--- src/rtl/wb_mem_2_ppfifo.sv ---
// Wishbone read master that drains two ping-pong memory regions, in strict
// alternation, into the write side of a ping-pong FIFO.
module wb_mem_2_ppfifo #(
    parameter int unsigned ADDR_INC = 1
) (
    input  logic        clk,
    input  logic        rst,
    input  logic        i_enable,

    input  logic [31:0] i_memory_0_base,
    input  logic [31:0] i_memory_0_size,
    input  logic        i_memory_0_ready,
    output logic [31:0] o_memory_0_count,
    output logic        o_memory_0_finished,
    output logic        o_memory_0_empty,

    input  logic [31:0] i_memory_1_base,
    input  logic [31:0] i_memory_1_size,
    input  logic        i_memory_1_ready,
    output logic [31:0] o_memory_1_count,
    output logic        o_memory_1_finished,
    output logic        o_memory_1_empty,

    output logic        o_read_finished,

    output logic        o_mem_we,
    output logic        o_mem_stb,
    output logic        o_mem_cyc,
    output logic [3:0]  o_mem_sel,
    output logic [31:0] o_mem_adr,
    output logic [31:0] o_mem_dat,
    input  logic [31:0] i_mem_dat,
    input  logic        i_mem_ack,
    input  logic        i_mem_int,

    input  logic [1:0]  i_ppfifo_rdy,
    output logic [1:0]  o_ppfifo_act,
    input  logic [23:0] i_ppfifo_size,
    output logic        o_ppfifo_stb,
    output logic [31:0] o_ppfifo_data
);

    localparam logic [2:0] ST_IDLE     = 3'd0;
    localparam logic [2:0] ST_REQUEST  = 3'd1;
    localparam logic [2:0] ST_WAIT_ACK = 3'd2;
    localparam logic [2:0] ST_POST     = 3'd3;
    localparam logic [2:0] ST_RELEASE  = 3'd4;

    localparam logic [31:0] ADDR_INC_W = 32'(ADDR_INC);

    logic [2:0]  state_q, state_d;
    logic        ptr_q, ptr_d;
    logic [31:0] base_q  [2];
    logic [31:0] base_d  [2];
    logic [31:0] size_q  [2];
    logic [31:0] size_d  [2];
    logic [31:0] count_q [2];
    logic [31:0] count_d [2];
    logic [1:0]  fin_q, fin_d;
    logic [1:0]  empty_q, empty_d;
    logic [31:0] fifo_count_q, fifo_count_d;
    logic        cyc_q, cyc_d;
    logic        stb_q, stb_d;
    logic [31:0] adr_q, adr_d;
    logic [1:0]  act_q, act_d;
    logic        fifo_stb_q, fifo_stb_d;
    logic [31:0] fifo_data_q, fifo_data_d;
    logic        read_finished_q, read_finished_d;

    logic [31:0] ld_base  [2];
    logic [31:0] ld_size  [2];
    logic [1:0]  ld_ready;
    logic [1:0]  load_ok;
    logic        region_busy;
    logic        unused_ok;

    assign ld_base[0]  = i_memory_0_base;
    assign ld_base[1]  = i_memory_1_base;
    assign ld_size[0]  = i_memory_0_size;
    assign ld_size[1]  = i_memory_1_size;
    assign ld_ready    = {i_memory_1_ready, i_memory_0_ready};
    assign unused_ok   = i_mem_int;

    // The pointed-to region is busy while a word is in flight, and also while
    // it is parked part-way through (FIFO side full or enable dropped), so a
    // reload cannot corrupt a resumable transfer.
    assign region_busy = (state_q == ST_REQUEST) || (state_q == ST_WAIT_ACK) ||
                         (state_q == ST_POST) ||
                         (!empty_q[ptr_q] && (count_q[ptr_q] != 32'd0));

    genvar gi;
    generate
        for (gi = 0; gi < 2; gi = gi + 1) begin : g_load
            assign load_ok[gi] = ld_ready[gi] && (ld_size[gi] != 32'd0) &&
                                 !((ptr_q == 1'(gi)) && region_busy);
        end
    endgenerate

    always_comb begin
        state_d         = state_q;
        ptr_d           = ptr_q;
        base_d          = base_q;
        size_d          = size_q;
        count_d         = count_q;
        fin_d           = fin_q;
        empty_d         = empty_q;
        fifo_count_d    = fifo_count_q;
        cyc_d           = cyc_q;
        stb_d           = stb_q;
        adr_d           = adr_q;
        act_d           = act_q;
        fifo_stb_d      = 1'b0;
        fifo_data_d     = fifo_data_q;
        read_finished_d = 1'b0;

        for (int r = 0; r < 2; r++) begin
            if (load_ok[r]) begin
                base_d[r]  = ld_base[r];
                size_d[r]  = ld_size[r];
                count_d[r] = 32'd0;
                fin_d[r]   = 1'b0;
                empty_d[r] = 1'b0;
            end
        end

        case (state_q)
            ST_IDLE: begin
                if (i_enable && !empty_q[ptr_q] && (i_ppfifo_rdy != 2'b00)) begin
                    act_d        = i_ppfifo_rdy[0] ? 2'b01 : 2'b10;
                    fifo_count_d = 32'd0;
                    state_d      = ST_REQUEST;
                end
            end
            ST_REQUEST: begin
                cyc_d   = 1'b1;
                stb_d   = 1'b1;
                adr_d   = base_q[ptr_q] + (count_q[ptr_q] * ADDR_INC_W);
                state_d = ST_WAIT_ACK;
            end
            ST_WAIT_ACK: begin
                if (i_mem_ack) begin
                    fifo_data_d    = i_mem_dat;
                    cyc_d          = 1'b0;
                    stb_d          = 1'b0;
                    fifo_stb_d     = 1'b1;
                    count_d[ptr_q] = count_q[ptr_q] + 32'd1;
                    fifo_count_d   = fifo_count_q + 32'd1;
                    state_d        = ST_POST;
                end
            end
            ST_POST: begin
                // Region completion wins over a simultaneously full FIFO side,
                // so the side is released exactly once.
                if (count_q[ptr_q] == size_q[ptr_q]) begin
                    fin_d[ptr_q]    = 1'b1;
                    empty_d[ptr_q]  = 1'b1;
                    read_finished_d = 1'b1;
                    ptr_d           = ~ptr_q;
                    act_d           = 2'b00;
                    state_d         = ST_RELEASE;
                end else if (fifo_count_q == {8'd0, i_ppfifo_size}) begin
                    act_d   = 2'b00;
                    state_d = ST_RELEASE;
                end else if (!i_enable) begin
                    act_d   = 2'b00;
                    state_d = ST_RELEASE;
                end else begin
                    state_d = ST_REQUEST;
                end
            end
            ST_RELEASE: begin
                act_d   = 2'b00;
                state_d = ST_IDLE;
            end
            default: begin
                act_d   = 2'b00;
                cyc_d   = 1'b0;
                stb_d   = 1'b0;
                state_d = ST_IDLE;
            end
        endcase
    end

    always_ff @(posedge clk) begin
        if (rst) begin
            state_q         <= ST_IDLE;
            ptr_q           <= 1'b0;
            for (int r = 0; r < 2; r++) begin
                base_q[r]  <= 32'd0;
                size_q[r]  <= 32'd0;
                count_q[r] <= 32'd0;
            end
            fin_q           <= 2'b00;
            empty_q         <= 2'b11;
            fifo_count_q    <= 32'd0;
            cyc_q           <= 1'b0;
            stb_q           <= 1'b0;
            adr_q           <= 32'd0;
            act_q           <= 2'b00;
            fifo_stb_q      <= 1'b0;
            fifo_data_q     <= 32'd0;
            read_finished_q <= 1'b0;
        end else begin
            state_q         <= state_d;
            ptr_q           <= ptr_d;
            for (int r = 0; r < 2; r++) begin
                base_q[r]  <= base_d[r];
                size_q[r]  <= size_d[r];
                count_q[r] <= count_d[r];
            end
            fin_q           <= fin_d;
            empty_q         <= empty_d;
            fifo_count_q    <= fifo_count_d;
            cyc_q           <= cyc_d;
            stb_q           <= stb_d;
            adr_q           <= adr_d;
            act_q           <= act_d;
            fifo_stb_q      <= fifo_stb_d;
            fifo_data_q     <= fifo_data_d;
            read_finished_q <= read_finished_d;
        end
    end

    assign o_memory_0_count    = count_q[0];
    assign o_memory_1_count    = count_q[1];
    assign o_memory_0_finished = fin_q[0];
    assign o_memory_1_finished = fin_q[1];
    assign o_memory_0_empty    = empty_q[0];
    assign o_memory_1_empty    = empty_q[1];
    assign o_read_finished     = read_finished_q;

    assign o_mem_we            = 1'b0;
    assign o_mem_dat           = 32'd0;
    assign o_mem_cyc           = cyc_q;
    assign o_mem_stb           = stb_q;
    assign o_mem_sel           = cyc_q ? 4'hF : 4'h0;
    assign o_mem_adr           = adr_q;

    assign o_ppfifo_act        = act_q;
    assign o_ppfifo_stb        = fifo_stb_q;
    assign o_ppfifo_data       = fifo_data_q;

endmodule

--- config.mk ---
export PLATFORM = sky130hd
export DESIGN_NAME = wb_mem_2_ppfifo
export DESIGN_NICKNAME = d
export VERILOG_FILES = /design/src/rtl/wb_mem_2_ppfifo.sv
export SDC_FILE = /design/constraint.sdc
export NUM_CORES = 1
export LEC_CHECK = 0
export ABC_CLOCK_PERIOD_IN_PS = 4900
export CORE_UTILIZATION = 46
export DETAILED_ROUTE_END_ITERATION = 16
export PLACE_DENSITY = 0.78
export SLEW_MARGIN = 25
export SYNTH_ARGS = -nofsm -noshare
export SYNTH_HDL_FRONTEND = slang
export SYNTH_SLANG_ARGS = --single-unit
--- constraint.sdc ---
create_clock -name clk -period 4.9 [get_ports clk]
set_input_delay 0.735 -clock clk [delete_from_list [all_inputs] [get_ports clk]]
set_output_delay 0.735 -clock clk [all_outputs]
set_load 0.05 [all_outputs]
== After elaboration in Yosys (flattened, before gate mapping) ==
Cells that the tools add are included.
Word-level totals
  register bits: 301
  input bits: 193
  output and inout port bits: 175
  logic and storage cells: 122
Operators by class
  add/sub/neg operators: 3
  $lt $le $gt $ge: 4
  equal/unequal tests: 9
  mux-type cells: 48
  bitwise gates (word level): 8
  reductions and logical operators: 33
Operator list (number)
  $mux W32: 14
  $mux W64: 2
  $reduce_bool A32 Y1: 3
  $add A32 B1 Y32 const B: 2
  $bwmux W64: 1
  $pmux W32 S2: 1
  $add A32 B32 Y32: 1
  $demux W32 S1: 1
  $eq A32 B24 Y1: 1
  $eq A32 B32 Y1: 1
  $mux W2: 9
  $mux W3: 5
  $pmux W3 S4: 1
  $logic_and A1 B1 Y1: 11
  $mux W1: 10
  $reduce_and A2 Y1: 4
  $eq A3 B2 Y1 const B: 2
  $pmux W2 S3: 1
  $reduce_and A3 Y1: 2
  $reduce_or A2 Y1: 3
  $not A1 Y1: 5
  $mux W4: 1
  $ne A2 B2 Y1 const B: 2
  $ne A4 B2 Y1 const B: 1
  other kinds (15): 21

== Logic depth before layout (Yosys ltp) ==
Gate-level depths: netlist of run 1.
  depth in word-level cells: 14
  mapped depth: 19
  mapped depth without buffers: 13

== Worst setup path after synthesis of run 1 ==
OpenSTA, ideal clock, no wires.
  kind: flip-flop to flip-flop
  start point: register ptr_q
  end point: register adr_q[31] (netlist: o_mem_adr[31])
  setup time: 74 ps
  arrival time: 4464 ps
  required time: 4826 ps
  path slack: 362 ps
  stages on the path, launching flop included: 20
  buffers on the path: 8
  clock period less this slack: 4538 ps
  cells stage by stage: dfxtp_1 buf_6 buf_6 buf_4 buf_2 clkbuf_1 buf_1 buf_1 mux2_2 ha_1 clkbuf_1 a211oi_1 o21ai_0 a221o_1 a211oi_1 o21ai_1 a21oi_1 o21ai_0 or3_1 a31oi_1
Between the ends
  longest elaborated chain between the ends: 5
  elaborated cells on any way between the ends: 8
  those cells by class: add/sub: 1; mux: 6; bitwise: 1
Ends and longest elaborated chain
  start: declaration: line 52  | logic ptr_q, ptr_d;
  start signal: assignment: line 205  | ptr_q <= ptr_d;
  $not A1 Y2 (implied by the code) (*): line 137  | adr_d = base_q[ptr_q] + (count_q[ptr_q] * ADDR_INC_W);
  $mux W32 (implied by the code) (3 in a row): line 137
  $add A32 B32 Y32 (*): line 137
  end signal: assignment: line 216  | adr_q <= adr_d;
  end: declaration: line 64  | logic [31:0] adr_q, adr_d;
Mark *: on every way between the ends. The rest lies on a longest branch, timed or not. The select of a mux whose other input is x is not followed.
A chain may end at the register's enable or synchronous reset.

== Final worst setup path of run 1 ==
  start point: register ptr_q
  end point: register adr_q[24] (netlist: o_mem_adr[24])
The elaborated chain is that of the path after synthesis.

==> results of run 1 <==
power groups by stage:
stage / registers (W) / logic (W) / clock network [W]
2_1_floorplan: 0.00268 / 0.000473 / 0
4_1_cts: 0.00260 / 0.000791 / 0.00258
3_5_place_dp: 0.00265 / 0.000786 / 0
6_report: 0.00260 / 0.000793 / 0.00255
5_1_grt: 0.00261 / 0.000849 / 0.00268
3_3_place_gp: 0.00265 / 0.000774 / 0
cells in the mapped netlist, types with 34 or more instances:
master,number
nor4_1,43
o21ai_0,62
clkbuf_1,63
xnor2_1,86
a22o_1,34
mux2_2,50
nand2_1,174
ha_1,34
dfxtp_1,301
nor2_1,216
xor2_1,57
nand4_1,35
mux2i_1,138
a21oi_1,120
nand3_1,46
buf_4,47
cells in the final DEF (no fill, tap or decap), types with 34 or more instances in the layout:
| cell | n |
|---|---|
| a21oi_1 | 120 |
| nor2_1 | 214 |
| nor4_1 | 43 |
| o21ai_0 | 62 |
| clkbuf_16 | 37 |
| clkdlybuf4s50_1 | 332 |
| xnor2_1 | 86 |
| xor2_1 | 57 |
| mux2_2 | 50 |
| a22o_1 | 34 |
| nand3_1 | 46 |
| mux2i_1 | 138 |
| ha_1 | 34 |
| nand4_1 | 35 |
| nand2_1 | 174 |
| dfxtp_1 | 300 |
cell families (layout without fill, tap and decap cells):
| kind of cell | Yosys count | in the layout | synth area share (%) |
|---|---|---|---|
| AND/OR/NAND/NOR | 627 | 627 | 19.2 |
| AO/OA/AOI/OAI | 304 | 304 | 12.3 |
| flip-flops | 301 | 301 | 39.4 |
| multiplexers | 189 | 189 | 12.8 |
| buffers and inverters | 148 | 426 | 5.18 |
| XOR/XNOR | 143 | 143 | 8.19 |
| adder cells (fa/ha/maj) | 35 | 35 | 2.91 |
| other | 1 | 33 | 0.0245 |
stage by stage:
stage | util, % | instance area (sq um) | hold slack, ns
after floorplan | - | 15400 | 0.454
after global placement | 57.5 | 18700 | 0.442
after detailed placement | 57.5 | 18700 | 0.447
after CTS | 60.9 | 19900 | 0.455
after global routing | 60.9 | 19900 | 0.478
final | 60.9 | 19900 | 0.452
state kept, by name, indices dropped and copies added (netlist names):
name,count
o_read_finished,1
o_memory_0_count,32
ptr_q,1
o_mem_stb,1
o_memory_1_count,32
state_q,3
fin_q,2
size_q,64
o_ppfifo_data,32
o_ppfifo_stb,1
empty_q,2
fifo_count_q,32
base_q,64
o_mem_adr,32
o_ppfifo_act,2
layout make-up:
cell class	count	area (sq um)	share of cell area [%]
Inverter	17	63.8	0.321
Timing Repair Buffer	348	3470	17.5
Sequential cell	301	6030	30.4
Clock buffer	48	1030	5.17
Tap cell	442	553	2.78
Clock inverter	13	93.8	0.472
Multi-Input combinational cell	1331	8630	43.4
worst reg2reg max path: cells and delay by family, from the launching register on:
kind                       cells  cell delay (ns)
buffers and inverters          1             0.31
DFF                            1             0.84
adders and majority gates      2             0.63
muxes                          1             0.37
and+or+nand+nor                3             0.58
AOI/OAI and AO/OA              6             1.31
worst paths after layout:
path	to
max	o_mem_adr[24]
min	o_ppfifo_data[16]
max reg2reg	o_mem_adr[24]
min reg2reg	o_ppfifo_data[16]
per-layer routing:
layer	up-vias	wire length (microns)	share of wire, %
met5	-	0	0
met4	0	1290	2.7
met3	93	3530	7.3
met2	631	22800	47
met1	6698	20500	43
li1	6675	-	-
==> impl_metrics.csv, run 1 <==
group,metric,value,unit
outcome,status,"finished clean",
setup_path,crit_arrival,4.55,ns
synthesis,synth_top_area_share,39.4,%
clocking,root_buffer,"clkbuf_16",
setup_path,cp_slowest_cell,"dfxtp_4",
detailed_routing,vias,14097,
placed_design,dp_slack,0.855,ns
placed_design,routabilityCongestion,0.981,
timing,period_share,83.7,%
synthesis,synth_async_sr_flop_share,0,%
timing,rsz0062_at_grt,"false",
setup_path,crit_required,5.35,ns
global_route,use_met1,36.5,%
min_path,hold_path.class,"register to register",
global_route,grt_busiest_layer,"met2",
power,power.net_switching,0.00154,W
power,vdd_drop_max,0.000248,V
clocking,cts-resized-gates,0,
cells_and_area,n_antenna_cell,0,
timing,fin_ws,0.797,ns
power,power_frac_seq,43.7,%
synthesis,synth_area_per_cell,8.75,sq um
min_path,worstHoldStart,"o_ppfifo_data[16]",
synthesis,synthesis.instances,1748,
global_route,antenna_found_initial,0,
power,p_comb_share,13.3,%
clocking,clock_latency,0.51,ns
synthesis,synth_edf_count,0,
detailed_routing,postRouteAntennaNets,0,
global_route,grt_overflow,0,
setup_path,critical_path_buf_inv_count,1,
timing,finClkSkew,0.0180,ns
global_route,use_met2,45.6,%
min_path,whs_path_depth,2,
clocking,cts_hold_buf,0,
timing,worstMarginPinSlew,1.05,ns
synthesis,synthTopCellsByArea,"dfxtp_1, mux2i_1, nor2_1",
setup_path,cp_top_family,"compound AO/OA/AOI/OAI gates",
placed_design,io_buffers,333,
cells_and_area,fin_cells,2500,
cells_and_area,area_growth,29.8,%
clocking,clock-sinks,301,
floorplanning,core,0.0326,sq mm
power,switching_share,25.8,%
floorplanning,die_w,184,microns
setup_path,path_common_cell,"o21ai_0",
setup_path,r2r_slack,0.80,ns
timing,relSlewSlack,30.2,%
setup_path,end_kind,"register",
detailed_routing,wl_per_cell,19.2,microns
floorplanning,initial_utilization,46.9,%
placed_design,dp_cells,2439,
synthesis,synth_warnings,0,
cells_and_area,drive_gt1_share,6.75,%
global_route,grt_pass1_vias,13333,
clocking,cts_buffers,35,
detailed_routing,routed_wl,48.1,mm
placed_design,dp_hpwl,35.5,mm
synthesis,yosys_register_bits,301,
setup_path,cp_slowest_stage_delay,0.84,ns
synthesis,synth_cell_types,62,
detailed_routing,viasPerCell,5.64,
synthesis,yosysSeqAreaShare,39.4,%
floorplanning,dieArea,0.0340,sq mm
timing,hold_viol_final,0,
power,power_density,299,mW/mm^2
power,total_power,0.00594,W
floorplanning,row_count,66,
clocking,cts_tree,"yes",
timing,drv_slew,0,
synthesis,yosysTopAreaCell,"dfxtp_1",
timing,tns,0,ns
global_route,grt_pass1_wl,73.9,mm
setup_path,critPathKind,"register to register",
setup_path,rr_worst_depth,13,
timing,min_period,4.10,ns
global_route,grt_usage,27.5,%
timing,fmax,0.244,GHz
cells_and_area,fin_nets,2262,
power,p_clk_share,42.9,%
floorplanning,die_h,184,microns
global_route,grt_start_max_net_pins,88,
clocking,cts.clk_slew.worst_paths,0.06,ns
synthesis,syn_area,0.0153,sq mm
detailed_routing,drcViolationCount,0,
setup_path,start_kind,"register",
cells_and_area,fillers,2727,
setup_path,crit_start,"ptr_q",
run,max_cap_viol_count,0,
clocking,clockBufferDepth,3,
global_route,gr-usage-met3,4.13,%
timing,setup_viol,0,
clocking,cts_setup_buffers,0,
power,p_leak,7.92,nW
floorplanning,io_pins,368,
power,p_int,0.00441,W
setup_path,r2r-start,"ptr_q",
setup_path,crit_path_max_fanout,53,
setup_path,cp.depth,13,
synthesis,synth-main-ff-cell,"dfxtp_1",
clocking,cts-htree-levels,2,
detailed_routing,drt_first_pass_iters,5,
setup_path,path_cells,"buf_4 > mux2_2 > ha_1 > fa_1 > a211oi_1 > o21ai_0 > nand3_1 > nand4_1 > a31o_2 > a21oi_1 > o21ai_0 > nor4b_1 > a211o_1",
detailed_routing,drt_iter0_markers,1285,
No activity file was read; power rests on OpenSTA's default activity.
==> run 2, diff against run 1 <==
--- a/config.mk
+++ b/config.mk
@@ -5,7 +5,7 @@
 export SDC_FILE = /design/constraint.sdc
 export NUM_CORES = 1
 export LEC_CHECK = 0
-export ABC_CLOCK_PERIOD_IN_PS = 4900
+export ABC_CLOCK_PERIOD_IN_PS = 3700
 export CORE_UTILIZATION = 46
 export DETAILED_ROUTE_END_ITERATION = 16
 export PLACE_DENSITY = 0.78
==> constraint.sdc (replaced) <==
create_clock -name clk -period 3.7 [get_ports clk]
set_input_delay 0.555 -clock clk [delete_from_list [all_inputs] [get_ports clk]]
set_output_delay 0.555 -clock clk [all_outputs]
set_load 0.05 [all_outputs]
==> run 2 against run 1 <==
Net effect: power up 36%; setup slack worse by 0.46 ns; clock power is 40% higher; register-to-register slack worse by 0.46 ns; final area grew 2.9%; non-clock buffer count increased by 50; sequential power is 32% higher; utilization rose by 1.8 points; via count is 1.8% higher; global-route usage increased by 0.64 points; worst hold slack worse by 0.081 ns; combinational power increased by 36%.
==> impl_metrics.csv, run 2 (synthesis gave the netlist of run 1 again) <==
group,metric,value,unit
outcome,status,"finished clean",
timing,fmax,0.298,GHz
detailed_routing,postRouteAntennaNets,0,
detailed_routing,drt_iter0_markers,1210,
power,power_density,397,mW/mm^2
timing,relSlewSlack,44.9,%
global_route,grt_pass1_wl,74.2,mm
clocking,cts_buffers,35,
power,total_power,0.00811,W
cells_and_area,final_util,62.7,%
clocking,cts.clk_slew.worst_paths,0.06,ns
timing,finClkSkew,0.0188,ns
detailed_routing,wl_per_cell,19.5,microns
timing,tns,0,ns
global_route,grt_overflow,0,
floorplanning,dieArea,0.0340,sq mm
detailed_routing,routed_wl,49.8,mm
detailed_routing,drt_first_pass_iters,5,
global_route,antenna_found_initial,2,
clocking,clock_latency,0.52,ns
detailed_routing,vias,14351,
clocking,cts_hold_buf,0,
cells_and_area,fin_cells,2553,
clocking,cts-htree-levels,2,
timing,rsz0062_at_grt,"false",
placed_design,dp_hpwl,37.3,mm
clocking,cts_tree,"yes",
timing,setup_viol,0,
clocking,clockBufferDepth,3,
timing,min_period,3.36,ns
clocking,clock-sinks,301,
cells_and_area,layout_commonest_cell,"clkdlybuf4s50_1",
cells_and_area,multi_input_area,0.00868,sq mm
cells_and_area,fillers,2725,
placed_design,dp_cells,2485,
cells_and_area,fin_nets,2312,
floorplanning,die_w,184,microns
cells_and_area,seqCellArea,0.00603,sq mm
timing,period_share,90.8,%
floorplanning,core,0.0326,sq mm
setup_path,end_kind,"register",
timing,hold_viol_final,0,
global_route,grt_start_max_net_pins,140,
timing,drv_slew,0,
run,max_cap_viol_count,0,
detailed_routing,drcViolationCount,0,
setup_path,start_kind,"register",
setup_path,crit_required,4.14,ns
detailed_routing,viasPerCell,5.62,
cells_and_area,layout_common_cells,"clkdlybuf4s50_1, dfxtp_1, nor2_1",
setup_path,crit_arrival,3.80,ns
cells_and_area,drive_gt1_share,9.15,%
power,vdd_drop_max,0.000300,V
floorplanning,io_pins,368,
power,p_leak,8.22,nW
placed_design,io_buffers,333,
cells_and_area,top_regs,"base_q x64, size_q x64",
placed_design,routabilityCongestion,0.944,
global_route,grt_pass1_vias,13386,
clocking,root_buffer,"clkbuf_16",
floorplanning,row_count,66,
setup_path,critPathKind,"register to register",
setup_path,crit_path_max_fanout,15,
min_path,hold_path.class,"primary input to register",
global_route,grt_usage,28.1,%
timing,worstMarginPinSlew,0.826,ns
floorplanning,initial_utilization,46.9,%
cells_and_area,area_growth,33.6,%
floorplanning,die_h,184,microns
==> run 2: cell type report <==
cell class	count	area share [%]
tap	442	2.71
multi-input combinational	1331	42.5
timing repair buffer	398	19.2
inverter	17	0.312
antenna	2	0.0245
clock buffer	53	5.22
clock inverter	9	0.612
sequential	301	29.5
==> run 2: timing repair <==
item / CTS / global route
buffers inserted: 0 / 4
setup endpoints to repair: 0 / 7
gates resized for setup: 0 / 1
==> run 2: report_power, final <==
group	switching, W	internal (W)	total, W
Combinational	0.000597	0.000487	0.00108
Sequential	0.0000819	0.00336	0.00344
Clock	0.00138	0.00220	0.00358
==> run 2: final timing paths <==
kind                  endpoint  slack (ns)  cells after the start              start
max              o_mem_adr[26]        0.34                     13              ptr_q
min                  o_mem_stb        0.37                      2                rst
max reg2reg      o_mem_adr[26]        0.34                     13              ptr_q
min reg2reg  o_ppfifo_data[19]        0.45                      2  o_ppfifo_data[19]
==> run 2: worst max-delay path: stages, from the launching register on <==
cell and delay, ns:
dfxtp_4 0.36, buf_12 0.15, buf_12 0.16, mux2_2 0.35
ha_1 0.35, o21ai_0 0.13, o21ai_0 0.27, nand3_1 0.17
nand4_1 0.20, a31oi_1 0.13, o21ai_1 0.34, a31oi_1 0.16
or4_1 0.42, nand3_1 0.09
==> run 2: metal layers <==
| layer | up-vias | GRT usage (%) | part of all wire, % |
|---|---|---|---|
| li1 | 6763 | - | - |
| met1 | 6859 | 36.7 | 43 |
| met2 | 628 | 47.0 | 47 |
| met3 | 101 | 4.17 | 6.8 |
| met4 | 0 | 10.0 | 3.4 |
| met5 | - | 0 | 0 |
==> run 2: per-stage QoR <==
stage          area [sq um]  hold WS, ns  setup WS, ns
6_report              20400        0.371         0.341
5_1_grt               20400        0.375         0.117
2_1_floorplan         15500        0.454       -0.0246
3_3_place_gp          19200        0.442         0.246
4_1_cts               20400        0.366         0.172
3_5_place_dp          19200        0.447         0.220
